$ cat src/rtl/mips_dmem_map_ctrl.sv
// -----------------------------------------------------------------------------
// mips_dmem_map_ctrl
//
// Data-side memory map controller for a small MIPS core. The controller takes
// one CPU load/store at a time and decodes its byte address into one of three
// regions:
//   DATA  : 0x10010000 .. 0x10010000 + DMEM_BYTES/2 - 1  (lower RAM half)
//   STACK : SB .. 0x7fffefff, SB = 0x7ffff000 - DMEM_BYTES/2 (upper RAM half)
//   MMIO  : 0xffff0000 .. 0xffff0000 + MMIO_BYTES - 1
// Anything else, or any address that is not word aligned, faults. The fault
// response comes back without touching either memory port.
//
// Parameters:
//   DMEM_BYTES   - data RAM size in bytes (power of two, at least 16)
//   MMIO_BYTES   - MMIO window size in bytes (power of two, at most 64 KiB)
//   MMIO_TIMEOUT - MMIO cycles without ack before the access faults
//
// Optional feature (compile-time macro):
//   MIPS_DMEM_MMIO_TIMEOUT_EN - when defined, an MMIO access that sees no
//                               mmio_ack for MMIO_TIMEOUT cycles ends with a
//                               fault response. When undefined, MMIO accesses
//                               wait for mmio_ack indefinitely.
//
// Ports:
//   clk, rst_n                 - rising-edge clock, synchronous active-low reset
//   req_valid/we/addr/wdata    - CPU request; accepted when req_ready is high
//   req_ready                  - high only while idle
//   rsp_valid/rdata/fault      - one-cycle response pulse
//   dmem_en/we/addr/wdata      - data RAM port (word index); dmem_rdata is
//                                valid one cycle after dmem_en
//   mmio_en/we/addr/wdata      - MMIO port (byte offset), held until mmio_ack
//   mmio_rdata, mmio_ack       - MMIO read data and access completion
//
// Latency from the acceptance edge T to rsp_valid: fault T+1, RAM T+3,
// MMIO T+1 after the edge that samples mmio_ack.
// -----------------------------------------------------------------------------
module mips_dmem_map_ctrl #(
   parameter int unsigned DMEM_BYTES   = 1024,
   parameter int unsigned MMIO_BYTES   = 64,
   parameter int unsigned MMIO_TIMEOUT = 15
) (
   input  logic                            clk,
   input  logic                            rst_n,
   input  logic                            req_valid,
   input  logic                            req_we,
   input  logic [31:0]                     req_addr,
   input  logic [31:0]                     req_wdata,
   output logic                            req_ready,
   output logic                            rsp_valid,
   output logic [31:0]                     rsp_rdata,
   output logic                            rsp_fault,
   output logic                            dmem_en,
   output logic                            dmem_we,
   output logic [$clog2(DMEM_BYTES/4)-1:0] dmem_addr,
   output logic [31:0]                     dmem_wdata,
   input  logic [31:0]                     dmem_rdata,
   output logic                            mmio_en,
   output logic                            mmio_we,
   output logic [$clog2(MMIO_BYTES)-1:0]   mmio_addr,
   output logic [31:0]                     mmio_wdata,
   input  logic [31:0]                     mmio_rdata,
   input  logic                            mmio_ack
);

   localparam int unsigned AW = $clog2(DMEM_BYTES / 4);  // RAM word-index width
   localparam int unsigned MW = $clog2(MMIO_BYTES);      // MMIO offset width

   localparam logic [31:0] DATA_BASE  = 32'h1001_0000;
   localparam logic [31:0] STACK_BASE = 32'h7fff_f000 - 32'(DMEM_BYTES / 2);
   localparam logic [31:0] MMIO_BASE  = 32'hffff_0000;

   typedef enum logic [2:0] {
      IDLE,
      DMEM,
      DWAIT,
      MMIO,
      RSP
   } state_t;

   state_t state_q, state_d;

   // ---------------------------------------------------------------------------
   // Address decode. Offsets are taken in words; a region of DMEM_BYTES/2 bytes
   // is 2**(AW-1) words, so a hit is "all offset bits above AW-2 are zero" and
   // the low AW-1 bits are the word index inside that half of the RAM.
   // ---------------------------------------------------------------------------
   logic [29:0]   data_off;
   logic [29:0]   stack_off;
   logic          hit_data;
   logic          hit_stack;
   logic          hit_mmio;
   logic          dec_fault;
   logic [AW-1:0] dec_idx;

   // NOTE: every signal driven in an always_comb gets a default at the top;
   // a path that leaves one unassigned would infer a latch.
   always_comb begin
      data_off  = req_addr[31:2] - DATA_BASE[31:2];
      stack_off = req_addr[31:2] - STACK_BASE[31:2];
      hit_data  = (data_off[29:AW-1] == '0);
      hit_stack = (stack_off[29:AW-1] == '0);
      hit_mmio  = (req_addr[31:MW] == MMIO_BASE[31:MW]);
      dec_fault = !(hit_data || hit_stack || hit_mmio) || (req_addr[1:0] != 2'b00);
      // Stack half sits above the data half in the RAM.
      dec_idx   = hit_stack ? {1'b1, stack_off[AW-2:0]} : {1'b0, data_off[AW-2:0]};
   end

   // ---------------------------------------------------------------------------
   // Optional MMIO timeout counter. timeout_hit is high in the last MMIO cycle
   // the controller is willing to wait; mmio_ack in that same cycle wins.
   // ---------------------------------------------------------------------------
   logic timeout_hit;

`ifdef MIPS_DMEM_MMIO_TIMEOUT_EN
   localparam int unsigned TW = $clog2(MMIO_TIMEOUT + 1);

   logic [TW-1:0] tmo_cnt_q;

   assign timeout_hit = (state_q == MMIO) && (tmo_cnt_q == TW'(MMIO_TIMEOUT - 1));

   always_ff @(posedge clk) begin
      if (!rst_n) begin
         tmo_cnt_q <= '0;
      end else if (state_q == MMIO && !mmio_ack && !timeout_hit) begin
         tmo_cnt_q <= tmo_cnt_q + 1'b1;
      end else begin
         tmo_cnt_q <= '0;
      end
   end
`else
   assign timeout_hit = 1'b0;
`endif

   // ---------------------------------------------------------------------------
   // Next-state logic
   // ---------------------------------------------------------------------------
   always_comb begin
      state_d = state_q;
      unique case (state_q)
         IDLE: begin
            if (req_valid) begin
               if (dec_fault)     state_d = RSP;
               else if (hit_mmio) state_d = MMIO;
               else               state_d = DMEM;
            end
         end
         DMEM:    state_d = DWAIT;
         DWAIT:   state_d = RSP;
         MMIO: begin
            if (mmio_ack || timeout_hit) state_d = RSP;
         end
         RSP:     state_d = IDLE;
         default: state_d = IDLE;
      endcase
   end

   // NOTE: sequential state uses non-blocking assignments so every register
   // samples the pre-edge values, independent of statement order.
   always_ff @(posedge clk) begin
      if (!rst_n) state_q <= IDLE;
      else        state_q <= state_d;
   end

   // ---------------------------------------------------------------------------
   // Request / response datapath
   // ---------------------------------------------------------------------------
   logic          we_q;
   logic [31:0]   wdata_q;
   logic [AW-1:0] idx_q;
   logic [MW-1:0] moff_q;
   logic          fault_q;
   logic [31:0]   rdata_q;

   // NOTE: the datapath registers have no reset; they are loaded on acceptance
   // and every output that shows them is gated by the (reset) state register.
   always_ff @(posedge clk) begin
      unique case (state_q)
         IDLE: begin
            if (req_valid) begin
               we_q    <= req_we;
               wdata_q <= req_wdata;
               idx_q   <= dec_idx;
               moff_q  <= req_addr[MW-1:0];
               fault_q <= dec_fault;
               rdata_q <= '0;
            end
         end
         DWAIT: rdata_q <= we_q ? 32'h0 : dmem_rdata;
         MMIO: begin
            if (mmio_ack) begin
               rdata_q <= we_q ? 32'h0 : mmio_rdata;
            end else if (timeout_hit) begin
               fault_q <= 1'b1;
               rdata_q <= '0;
            end
         end
         default: ;
      endcase
   end

   // ---------------------------------------------------------------------------
   // Outputs (Moore). req_ready is also held low while reset is asserted so no
   // output reads as active during reset.
   // ---------------------------------------------------------------------------
   assign req_ready  = (state_q == IDLE) && rst_n;

   assign rsp_valid  = (state_q == RSP);
   assign rsp_fault  = rsp_valid && fault_q;
   assign rsp_rdata  = (rsp_valid && !fault_q) ? rdata_q : 32'h0;

   assign dmem_en    = (state_q == DMEM);
   assign dmem_we    = dmem_en && we_q;
   assign dmem_addr  = dmem_en ? idx_q : '0;
   assign dmem_wdata = dmem_en ? wdata_q : 32'h0;

   assign mmio_en    = (state_q == MMIO);
   assign mmio_we    = mmio_en && we_q;
   assign mmio_addr  = mmio_en ? moff_q : '0;
   assign mmio_wdata = mmio_en ? wdata_q : 32'h0;

endmodule

$ cat config.mk
export PLATFORM = sky130hd
export DESIGN_NAME = mips_dmem_map_ctrl
export DESIGN_NICKNAME = d
export VERILOG_FILES = /design/src/rtl/mips_dmem_map_ctrl.sv
export SDC_FILE = /design/constraint.sdc
export NUM_CORES = 1
export LEC_CHECK = 0
export CORE_MARGIN = 2
export CORE_UTILIZATION = 39
export CTS_CLUSTER_SIZE = 40
export DETAILED_ROUTE_END_ITERATION = 8
export GPL_TIMING_DRIVEN = 0
export PLACE_DENSITY = 0.81
export SYNTH_ARGS = -nofsm -noshare
export SYNTH_HDL_FRONTEND = slang
export SYNTH_SLANG_ARGS = --single-unit
$ cat constraint.sdc
create_clock -name clk -period 3.8 [get_ports clk]
set_input_delay 0.76 -clock clk [delete_from_list [all_inputs] [get_ports clk]]
set_output_delay 0.76 -clock clk [all_outputs]
set_load 0.02 [all_outputs]
# After elaboration in Yosys (flattened, before gate mapping)
# Cells that the tools add are included.
# classes
add_sub_neg	2
multipliers	0
n_div	0
magnitude_cmp	0
n_eq_ne	7
shifts	0
n_mux	16
n_bitwise	0
reduce_logical	18
# ops
cell	count
$mux 32	7
$pmux 32 s3	1
$logic_not 23->1	2
$sub 30x27->30 const B	1
$sub 30x29->30 const B	1
$eq 26x26->1 const B	1
$mux 8	2
$pmux 3 s4	1
$mux 3	3
$eq 3x2->1 const B	2
$mux 6	1
$logic_and 1x1->1	5
$reduce_and 2->1	2
$eq 3x1->1 const B	1
$eq 3x3->1 const B	1
$logic_not 3->1	1
$logic_or 1x1->1	3
$reduce_and 3->1	1
$reduce_bool 3->1	1
$logic_not 1->1	2
$mux 2	1
$ne 2x1->1 const B	1
$ne 2x2->1 const B	1
$reduce_bool 2->1	1
# totals
ff_bits	83
latch_bits	0
ram_bits	0
rom_bits	0
in_bits	133
mem_count	0

# Depth between registers and ports, before layout
# Gate-level depths: netlist (run 1).
# logic_depth
ltp_word	9
mapped_depth	10
mapped_depth_nobuf	9

# Worst setup path after synthesis (run 1)
# OpenSTA, ideal clock, no wires.
# synth_timing
path_type	input to register
from	in req_valid
to	reg rdata_q[0], enable pin
setup_time_ps	432
t_arrival_ps	2432
path_slack_ps	936
path_stages	2
n_path_buf	0
cell_sequence	o21bai_1 a21oi_1
# synth_between
elab_chain_len	2
# synth_rtl
item	line	rtl
from (decl)	44	input logic req_valid,
$ne 2x2->1 (no line)	--	
$reduce_and 3->1 (no line)	--	
to (signal assigned)	188	DWAIT: rdata_q <= we_q ? 32'h0 : dmem_rdata;
to (signal assigned)	191	rdata_q <= we_q ? 32'h0 : mmio_rdata;
to (decl)	172	logic [31:0] rdata_q;
# No other way between the ends.
# A chain may end at the register's enable or synchronous reset.

# Worst setup path after layout (run 1)
# layout_timing
from	reg state_q[0]
to	out dmem_addr[5]
# layout_between
elab_chain_len	2
# layout_rtl
item	line	rtl
from (decl)	80	state_t state_q, state_d;
from (signal assigned)	161	else state_q <= state_d;
$eq 3x1->1	211	assign dmem_en = (state_q == DMEM);
$mux 8	213	assign dmem_addr = dmem_en ? idx_q : '0;
to (decl)	54	output logic [$clog2(DMEM_BYTES/4)-1:0] dmem_addr,
# No other way between the ends.

==> results of run 1 <==
-- synth_stat cells (2+ instances only) --
library cell  number
nand4_1            7
nand2b_1           2
clkbuf_1          29
buf_2              4
nor4bb_1           2
nor2b_1            2
o2111ai_1          2
xnor2_1            5
o21ai_0            5
nor4_1            11
o41ai_1            2
and2_1           115
mux2i_1            3
nor3b_1            3
o31a_1             2
nand2_1           17
a41oi_1            2
nor4b_1            3
nor3_1            10
or3_1              3
or2_2              2
a21oi_1            3
inv_1              7
xor2_1             2
edfxtp_1          76
nand3_1           10
and3b_1            2
nor2_1            50
nand4_2            2
or4_1              3
o31ai_1            3
ha_1               2
dfxtp_1            3
a22oi_1           32
-- area by class of cell --
cell class                      instances  area (sq um)  area share, %
Buffer                                 34           136           1.82
Clock buffer                           10           229           3.05
Clock inverter                          5          97.6           1.30
Inverter                                7          26.3          0.350
Multi-Input combinational cell        321          2030           27.0
Sequential cell                        79          2340           31.2
Tap cell                              143           179           2.38
Timing Repair Buffer                  245          2470           32.9
-- state kept, by name (all words and copies together) (netlist names) --
signal / cells
state_q: 3
we_q: 1
wdata_q: 32
moff_q: 2
fault_q: 1
idx_q: 8
rdata_q: 32
-- per-stage QoR --
stage	total power, mW	utilization [%]	setup TNS (ps)	setup slack [ps]
global placement	1.29	62.3	-14060	-312
finish	2.24	66.1	0	264
detailed placement	1.31	62.8	0	31.4
CTS	2.25	65.7	-1110	-104
floorplan	1.12	-	0	936
global route	2.31	66.1	0	99.2
-- per-layer routing --
metal / vias to the layer above / global-route usage [%]
li1: 2105 / -
met2: 199 / 40.9
met3: 16 / 4.90
met4: 0 / 7.74
met5: - / 0
met1: 2079 / 26.2
-- critical path: stages (launching register included) --
cell and delay (ps):
dfxtp_1 320, clkbuf_1 300, nor3b_2 520, clkbuf_1 460
and2_1 220, clkdlybuf4s50_1 640
-- power by group through the flow --
| stage | Combinational, mW | Sequential, mW | Clock [mW] |
|---|---|---|---|
| detailed placement | 0.272 | 1.04 | 0 |
| global route | 0.290 | 1.03 | 0.994 |
| floorplan | 0.0908 | 1.03 | 0 |
| CTS | 0.273 | 1.02 | 0.961 |
| global placement | 0.257 | 1.04 | 0 |
| finish | 0.273 | 1.02 | 0.944 |
-- path summary, 6_finish.rpt --
check	cells past startpoint	to	slack [ps]
setup / recovery	5	dmem_addr[5]	260
hold / removal	3	state_q[2]	780
setup reg to reg	6	rdata_q[22]	1400
hold reg to reg	3	state_q[2]	780
-- kinds of logic after synthesis --
group	Yosys count	share of synthesized area (%)
AO/OA/AOI/OAI	58	9.58
XOR/XNOR	7	1.36
adder cells (fa/ha/maj)	2	0.555
buffers and inverters	42	3.69
flip-flops	79	52.0
multiplexers	3	0.666
AND/OR/NAND/NOR	251	32.2
-- repair_timing --
action | CTS | global route
hold buffers | 0 | 0
setup endpoints to repair | 20 | 72
pin swaps | 0 | 1
gates resized for setup | 0 | 3
setup buffers | 0 | 4
==> results.toml, run 1 <==
[clock_tree]
htreeDepth = 3
clk_pin_slew_ps = 60
cts_tree = "yes"
clock-sinks = 79
cts_made_buffers = 9
insertion_delay_ps = 330
clock_path_buffers = 2
root_buffer = "clkbuf_16"

[critical_path]
criticalPathCategory = "reg -> out"
cp.required_ps = 3040
worstSetupEndpointType = "output port"
start_kind = "flip-flop"
worstPathMaxFanout = 10
worstReg2RegStart = "state_q[1]"
worst_ep_arrival_time_ps = 2780
startpoint = "state_q[0]"

[sta]
fin_hold_ws_ps = 780
fin_crit_sh_pct = 93.0
maxSlewViolCount = 0
period_minus_slack_ps = 3540
relSlewSlack_pct = 44.2
fmax_ghz = 0.283
hold_viol = 0
tightest_slew_ps = 833
rsz0062_at_grt = "false"
setup_viol = 0
skew_ps = 9.22

[die]
coreArea_sq_um = 11400
rows = 39
dieArea_sq_um = 12400
ioPinCount = 250
die_w_um = 112
die_y_um = 112
initial_core_util_pct = 39.6

[route]
antenna_left = 0
maxUsedRoutingLayer = "met4"
drt_iter0_drc = 253
routed_wl_mm = 14.7
wl_met1_mm = 5.70
route.detailed.drc = 0
vias = 4399
avgRoutedWirePerCell_um = 17.4
route.met3.wl_um = 976
wl_met2_mm = 7.73
dr.pass1.iters = 5
vias_per_cell = 5.21

[power_and_ir_drop]
p_int_mw = 1.79
power_frac_seq_pct = 45.6
ir_drop_v = 0.000150
p_switching_mw = 0.443
leakage_nw = 2.62
clkPwrFrac_pct = 42.2
power.share.combinational_pct = 12.2
p_per_area_nw_per_um2 = 298
sw_frac_of_total_pct = 19.8

[grt]
grt_first_pass_wirelength_mm = 21.9
grt_use_total_pct = 22.5
antenna_found_initial = 0
grt_overflow = 0
grt_max_degree = 42
grt_pass1_vias = 4034

[hold_path]
min_from = "state_q[1]"
hold_path_class = "reg -> reg"

[synth]
synth_warnings = 0
avgSynthCellArea_sq_um = 10.2
synth_top_area_share_pct = 50.6
synth_fp_nets = 577
synthFlopType = "edfxtp_1"
ys_seq_area_share_pct = 52.0
async_flop_share_pct = 0
synth_area_leaders = "edfxtp_1 (51%), and2_1 (16%), a22oi_1 (5.3%), nor2_1 (4.2%), clkbuf_1 (2.4%)"
ys_ff_latch = 79
synth_cells = 442
synth_edf_count = 76
syn_area_sq_um = 4510
yosys.area.top_type = "edfxtp_1"
synth.distinct_cells = 50

[layout]
final_common_cell = "clkdlybuf4s50_1"
postLayoutCellArea_sq_um = 7510
final_nets = 832
instances_no_fill = 844
syn_to_final_growth_pct = 66.6
fillers = 849
num_antenna_cells = 0
drive_gt1_share_pct = 4.99
final_cell_mix = "clkdlybuf4s50_1 (239), and2_1 (114), edfxtp_1 (76), nor2_1 (50), a22oi_1 (32)"

[place]
gp_congestion = 0.942
place_inst = 826
portBuffers = 239
dpl_cell_area_sq_um = 7140
dp_hpwl_mm = 11.7

[job]
maxCapViolations = 0

[run_status]
status = "complete, no violations"
(Power assumes the default switching activity.)
==> run 2, diff against run 1 <==
--- a/config.mk
+++ b/config.mk
@@ -5,12 +5,13 @@
 export SDC_FILE = /design/constraint.sdc
 export NUM_CORES = 1
 export LEC_CHECK = 0
+export ABC_CLOCK_PERIOD_IN_PS = 4400
 export CORE_MARGIN = 2
-export CORE_UTILIZATION = 39
+export CORE_UTILIZATION = 42
 export CTS_CLUSTER_SIZE = 40
 export DETAILED_ROUTE_END_ITERATION = 8
 export GPL_TIMING_DRIVEN = 0
-export PLACE_DENSITY = 0.81
+export PLACE_DENSITY = 0.86
 export SYNTH_ARGS = -nofsm -noshare
 export SYNTH_HDL_FRONTEND = slang
 export SYNTH_SLANG_ARGS = --single-unit
==> constraint.sdc (replaced) <==
create_clock -name clk -period 4.4 [get_ports clk]
set_input_delay 0.88 -clock clk [delete_from_list [all_inputs] [get_ports clk]]
set_output_delay 0.88 -clock clk [all_outputs]
set_load 0.02 [all_outputs]
==> run 2 against run 1 <==
Net effect: sequential cell count is the same; register-to-register slack gained 600 ps; via count grew 0.18%; clock-buffer cell count is the same; combinational power shrank 14%; sequential power shrank 14%; clock power shrank 37%; critical path depth grew 1; global-route usage grew 3.0 points; first-iteration DRC count grew 7.9%; critical endpoint is now mmio_wdata[31].
==> results.toml, run 2 (synthesis gave the netlist of run 1 again) <==
[clock_tree]
cts_hold_buf = 0
ctsResizeCount = 0
cts_tree = "yes"
clk_pin_slew_ps = 80
clock_path_buffers = 2
insertion_delay_ps = 350
htreeDepth = 3
cts_made_buffers = 9
cts_setup_buffers = 0
clock-sinks = 79
root_buffer = "clkbuf_8"

[layout]
postLayoutCoreUtil_pct = 70.7
final_common_cell = "clkdlybuf4s50_1"
final_nets = 828
drive_gt1_share_pct = 4.44
final_cell_mix = "clkdlybuf4s50_1 (239), and2_1 (114), edfxtp_1 (76), nor2_1 (50), a22oi_1 (32)"
fillers = 792
multi_input_area_sq_um = 2020
reg.largest.list = "rdata_q x32, wdata_q x32, idx_q x8"
syn_to_final_growth_pct = 62.6
num_antenna_cells = 0
postLayoutCellArea_sq_um = 7330
seq_area_sq_um = 2340

[sta]
setup_tns_ps = 0
skew_ps = 9.17
relSlewSlack_pct = 33.2
fin_crit_sh_pct = 91.3
layout_setup_ws_ps = 384
fmax_ghz = 0.249
tightest_slew_ps = 999
hold_viol = 0
setup_viol = 0
period_minus_slack_ps = 4020
maxSlewViolCount = 0
rsz0062_at_grt = "false"

[die]
dieArea_sq_um = 11600
die_y_um = 108
coreArea_sq_um = 10400
ioPinCount = 250
die_w_um = 108
initial_core_util_pct = 43.5
rows = 37

[power_and_ir_drop]
leakage_nw = 2.53
sw_frac_of_total_pct = 22.7
power.share.combinational_pct = 13.7
p_total_mw = 1.71
p_per_area_nw_per_um2 = 233
power_frac_seq_pct = 51.4
ir_drop_v = 0.000137
p_switching_mw = 0.388
p_int_mw = 1.32
clkPwrFrac_pct = 34.9

[hold_path]
min_from = "state_q[1]"
min_path_cells = 3
min_to = "state_q[2]"
hold_path_class = "reg -> reg"

[critical_path]
worst_ep_arrival_time_ps = 3140
worstPathMaxFanout = 10
cp.required_ps = 3520
reg2reg_to = "rdata_q[17]"
criticalPathCategory = "reg -> out"
r2r_slack_ps = 2000
worstReg2RegStart = "state_q[1]"
worstSetupEndpointType = "output port"
r2r_cells = 6
start_kind = "flip-flop"

[place]
dp_hpwl_mm = 12.1
dpl_cell_area_sq_um = 7110
portBuffers = 239
gp_congestion = 0.952
pre_cts_ws_ps = 604

[route]
maxUsedRoutingLayer = "met4"
wl_met2_mm = 8.19
antenna_left = 0
vias = 4407
dr.pass1.iters = 5
drt_iter0_drc = 273
route.detailed.drc = 0
routed_wl_mm = 15.0
avgRoutedWirePerCell_um = 18.0
route.met3.wl_mm = 1.04
vias_per_cell = 5.28
wl_met1_mm = 5.47

[grt]
antenna_found_initial = 0
grt_max_degree = 33
grt_first_pass_wirelength_mm = 22.7
grt_pass1_vias = 4290
grt_use_total_pct = 25.4
grt_overflow = 0

[job]
maxCapViolations = 0

[run_status]
status = "complete, no violations"
==> run 2: cell count changes in the layout (fill, tap and decap cells not counted), sizes merged <==
cell and delta:
buf -5, bufinv -1, clkbuf +1, clkinv -1, clkinvlp +2, inv +1
==> run 2: how the worst max path moves through the flow <==
stage,from,to,slack [ps],depth (start not counted)
after floorplan,req_valid,rdata_q[0],1420,2
after global placement,state_q[1],mmio_wdata[31],280,6
after detailed placement,req_addr[16],fault_q,600,8
after CTS,state_q[1],mmio_wdata[31],370,6
after global routing,state_q[1],mmio_wdata[31],150,6
final,state_q[1],mmio_wdata[31],380,6
==> run 2: metrics by stage <==
stage	hold slack, ps	std cells
after global placement	717	817
after floorplan	669	442
after global routing	859	834
after CTS	779	834
final	773	834
after detailed placement	750	818
==> run 2: final cells by class <==
| cell class | instances | area share [%] |
|---|---|---|
| buffer | 35 | 1.91 |
| clock buffer | 10 | 1.74 |
| clock inverter | 6 | 1.26 |
| inverter | 7 | 0.359 |
| multi-input combinational | 321 | 27.5 |
| sequential | 79 | 32.0 |
| tap | 136 | 2.32 |
| timing repair buffer | 240 | 32.9 |
==> run 2: critical path, stage by stage, from the launching register on <==
cell and delay (ps):
dfxtp_1 320, clkbuf_1 320, inv_1 150, nor3b_2 750, clkbuf_1 400, and2_1 200
clkdlybuf4s50_1 640
==> run 2: per-layer routing <==
layer	track usage, %	vias to the layer above
li1	-	2101
met1	28.7	2096
met2	48.1	187
met3	4.24	23
met4	8.61	0
met5	0	-
==> run 2: power groups by stage <==
stage,Clock [mW],Combinational [mW],Sequential [mW]
after CTS,0.604,0.233,0.879
after floorplan,0,0.0784,0.891
final,0.596,0.234,0.879
after global placement,0,0.222,0.895
after global routing,0.638,0.250,0.883
after detailed placement,0,0.232,0.896
==> run 3, diff against run 2 <==
--- a/config.mk
+++ b/config.mk
@@ -6,12 +6,12 @@
 export NUM_CORES = 1
 export LEC_CHECK = 0
 export ABC_CLOCK_PERIOD_IN_PS = 4400
-export CORE_MARGIN = 2
-export CORE_UTILIZATION = 42
+export CORE_MARGIN = 3
+export CORE_UTILIZATION = 35
 export CTS_CLUSTER_SIZE = 40
 export DETAILED_ROUTE_END_ITERATION = 8
 export GPL_TIMING_DRIVEN = 0
-export PLACE_DENSITY = 0.86
+export PLACE_DENSITY = 0.74
 export SYNTH_ARGS = -nofsm -noshare
 export SYNTH_HDL_FRONTEND = slang
 export SYNTH_SLANG_ARGS = --single-unit
==> run 3 against run 2 <==
Net effect: sequential power is essentially flat; critical path type unchanged; total power is 7.1% higher; critical path depth down 1; largest cell class unchanged; sequential cell count is the same; register-to-register slack better by 80 ps; fmax down 0.57%; hold slack got worse by 24 ps; combinational power is essentially flat; clock skew about the same.
==> results.toml, run 3 (synthesis gave the netlist of run 1 again) <==
[clock_tree]
cts_tree = "yes"
cts_setup_buffers = 0
insertion_delay_ps = 340
clock-sinks = 79
clk_pin_slew_ps = 60
cts_hold_buf = 0
root_buffer = "clkbuf_16"
htreeDepth = 3
ctsResizeCount = 0
clock_path_buffers = 2
cts_made_buffers = 9

[sta]
maxSlewViolCount = 0
rsz0062_at_grt = "false"
tightest_slew_ps = 1070
fmax_ghz = 0.248
relSlewSlack_pct = 28.3
layout_setup_ws_ps = 361
skew_ps = 9.20
setup_viol = 0
fin_hold_ws_ps = 750
hold_viol = 0
period_minus_slack_ps = 4040
fin_crit_sh_pct = 91.8

[layout]
reg.largest.list = "rdata_q x32, wdata_q x32, idx_q x8"
final_cell_mix = "clkdlybuf4s50_1 (239), and2_1 (114), edfxtp_1 (76), nor2_1 (50), a22oi_1 (32)"
final_common_cell = "clkdlybuf4s50_1"
instances_no_fill = 868
fillers = 1056
final_nets = 830
postLayoutCellArea_sq_um = 7470
drive_gt1_share_pct = 4.57
syn_to_final_growth_pct = 65.8
num_antenna_cells = 0

[run_status]
status = "complete, no violations"

[hold_path]
hold_path_class = "reg -> reg"
min_path_cells = 3
min_to = "state_q[2]"
min_from = "state_q[1]"

[route]
dr.pass1.iters = 4
routed_wl_mm = 15.2
vias = 4386
avgRoutedWirePerCell_um = 17.5
drt_iter0_drc = 257
antenna_left = 0
route.detailed.drc = 0
vias_per_cell = 5.05

[critical_path]
r2r_cells = 6
cp.required_ps = 3520
path_common_cell = "clkbuf_1"
max_stage_delay_ps = 910
criticalPathCategory = "reg -> out"
start_kind = "flip-flop"
r2r_slack_ps = 2080
reg2reg_to = "rdata_q[7]"
slowest_stage = "nor3b_1"
worstPathMaxFanout = 10
worstReg2RegStart = "state_q[1]"
worst_ep_arrival_time_ps = 3160
path_cells = "clkbuf_1 > nor3b_1 > clkbuf_1 > and2_1 > clkdlybuf4s50_1"
worstSetupEndpointType = "output port"

[place]
gp_congestion = 0.928
dp_hpwl_mm = 12.3
dpl_cell_area_sq_um = 7180
place_inst = 852
portBuffers = 239
pre_cts_ws_ps = 371

[die]
initial_core_util_pct = 36.6
die_y_um = 119
dieArea_sq_um = 14300
coreArea_sq_um = 12300
rows = 40
die_w_um = 119
ioPinCount = 250

[grt]
antenna_found_initial = 0
grt_max_degree = 36
grt_use_total_pct = 20.6
grt_overflow = 0
grt_first_pass_wirelength_mm = 23.0
grt_pass1_vias = 4189

[power_and_ir_drop]
leakage_nw = 2.58
p_per_area_nw_per_um2 = 245
p_total_mw = 1.83
ir_drop_v = 0.000146

[job]
maxCapViolations = 0
==> run 3: changes by cell type in the layout (fill, tap and decap cells not counted) <==
| cell | previous run | this run |
|---|---|---|
| buf_16 | 0 | 1 |
| buf_4 | 1 | 2 |
| bufinv_16 | 2 | 1 |
| clkbuf_1 | 30 | 29 |
| clkbuf_16 | 0 | 9 |
| clkbuf_8 | 9 | 0 |
| clkinv_1 | 0 | 2 |
| clkinv_2 | 0 | 2 |
| clkinvlp_4 | 2 | 1 |
| inv_6 | 1 | 0 |
==> run 3: worst max-delay path by stage <==
| stage | from | endpoint | slack, ps | cells after the start |
|---|---|---|---|---|
| final | state_q[0] | dmem_we | 360 | 5 |
| after global routing | state_q[0] | dmem_we | 60 | 5 |
| after CTS | state_q[0] | dmem_we | 180 | 5 |
| after detailed placement | req_addr[16] | fault_q | 370 | 8 |
| after global placement | state_q[1] | mmio_wdata[31] | -40 | 6 |
| after floorplan | req_valid | rdata_q[0] | 1420 | 2 |
==> run 3: cell type report <==
type	count	area, sq um	area share, %
Timing Repair Buffer	242	2450	32.8
Inverter	7	26.3	0.352
Multi-Input combinational cell	321	2020	27.0
Buffer	35	140	1.88
Clock buffer	9	225	3.01
Tap cell	168	210	2.81
Clock inverter	7	63.8	0.854
Sequential cell	79	2340	31.4
==> run 3: power breakdown <==
part           total, mW  internal, mW  switching (mW)  leakage [nW]
logic              0.237         0.135           0.102          1.67
clock network      0.715         0.434           0.282         0.140
registers          0.878         0.867          0.0105         0.771
total               1.83          1.44           0.395          2.58
==> run 3: critical path: cells and delay by family, from the launching register on <==
family                 cells  cell delay (ps)
buffers and inverters      3             1400
DFF                        1              310
and+or+nand+nor            2             1110
==> run 3: routing by layer <==
layer	vias up	track usage, %	routed length (um)
met5	-	0	0
met4	0	6.66	316
met3	19	5.08	1120
met2	199	38.0	7930
met1	2063	23.2	5830
li1	2105	-	-
==> run 3: through the flow <==
| step | setup TNS, ps | utilization, % |
|---|---|---|
| 6_report | 0 | 60.7 |
| 5_1_grt | 0 | 60.7 |
| 4_1_cts | 0 | 60.7 |
| 3_5_place_dp | 0 | 58.3 |
| 3_3_place_gp | -82.3 | 57.7 |
| 2_1_floorplan | 0 | - |
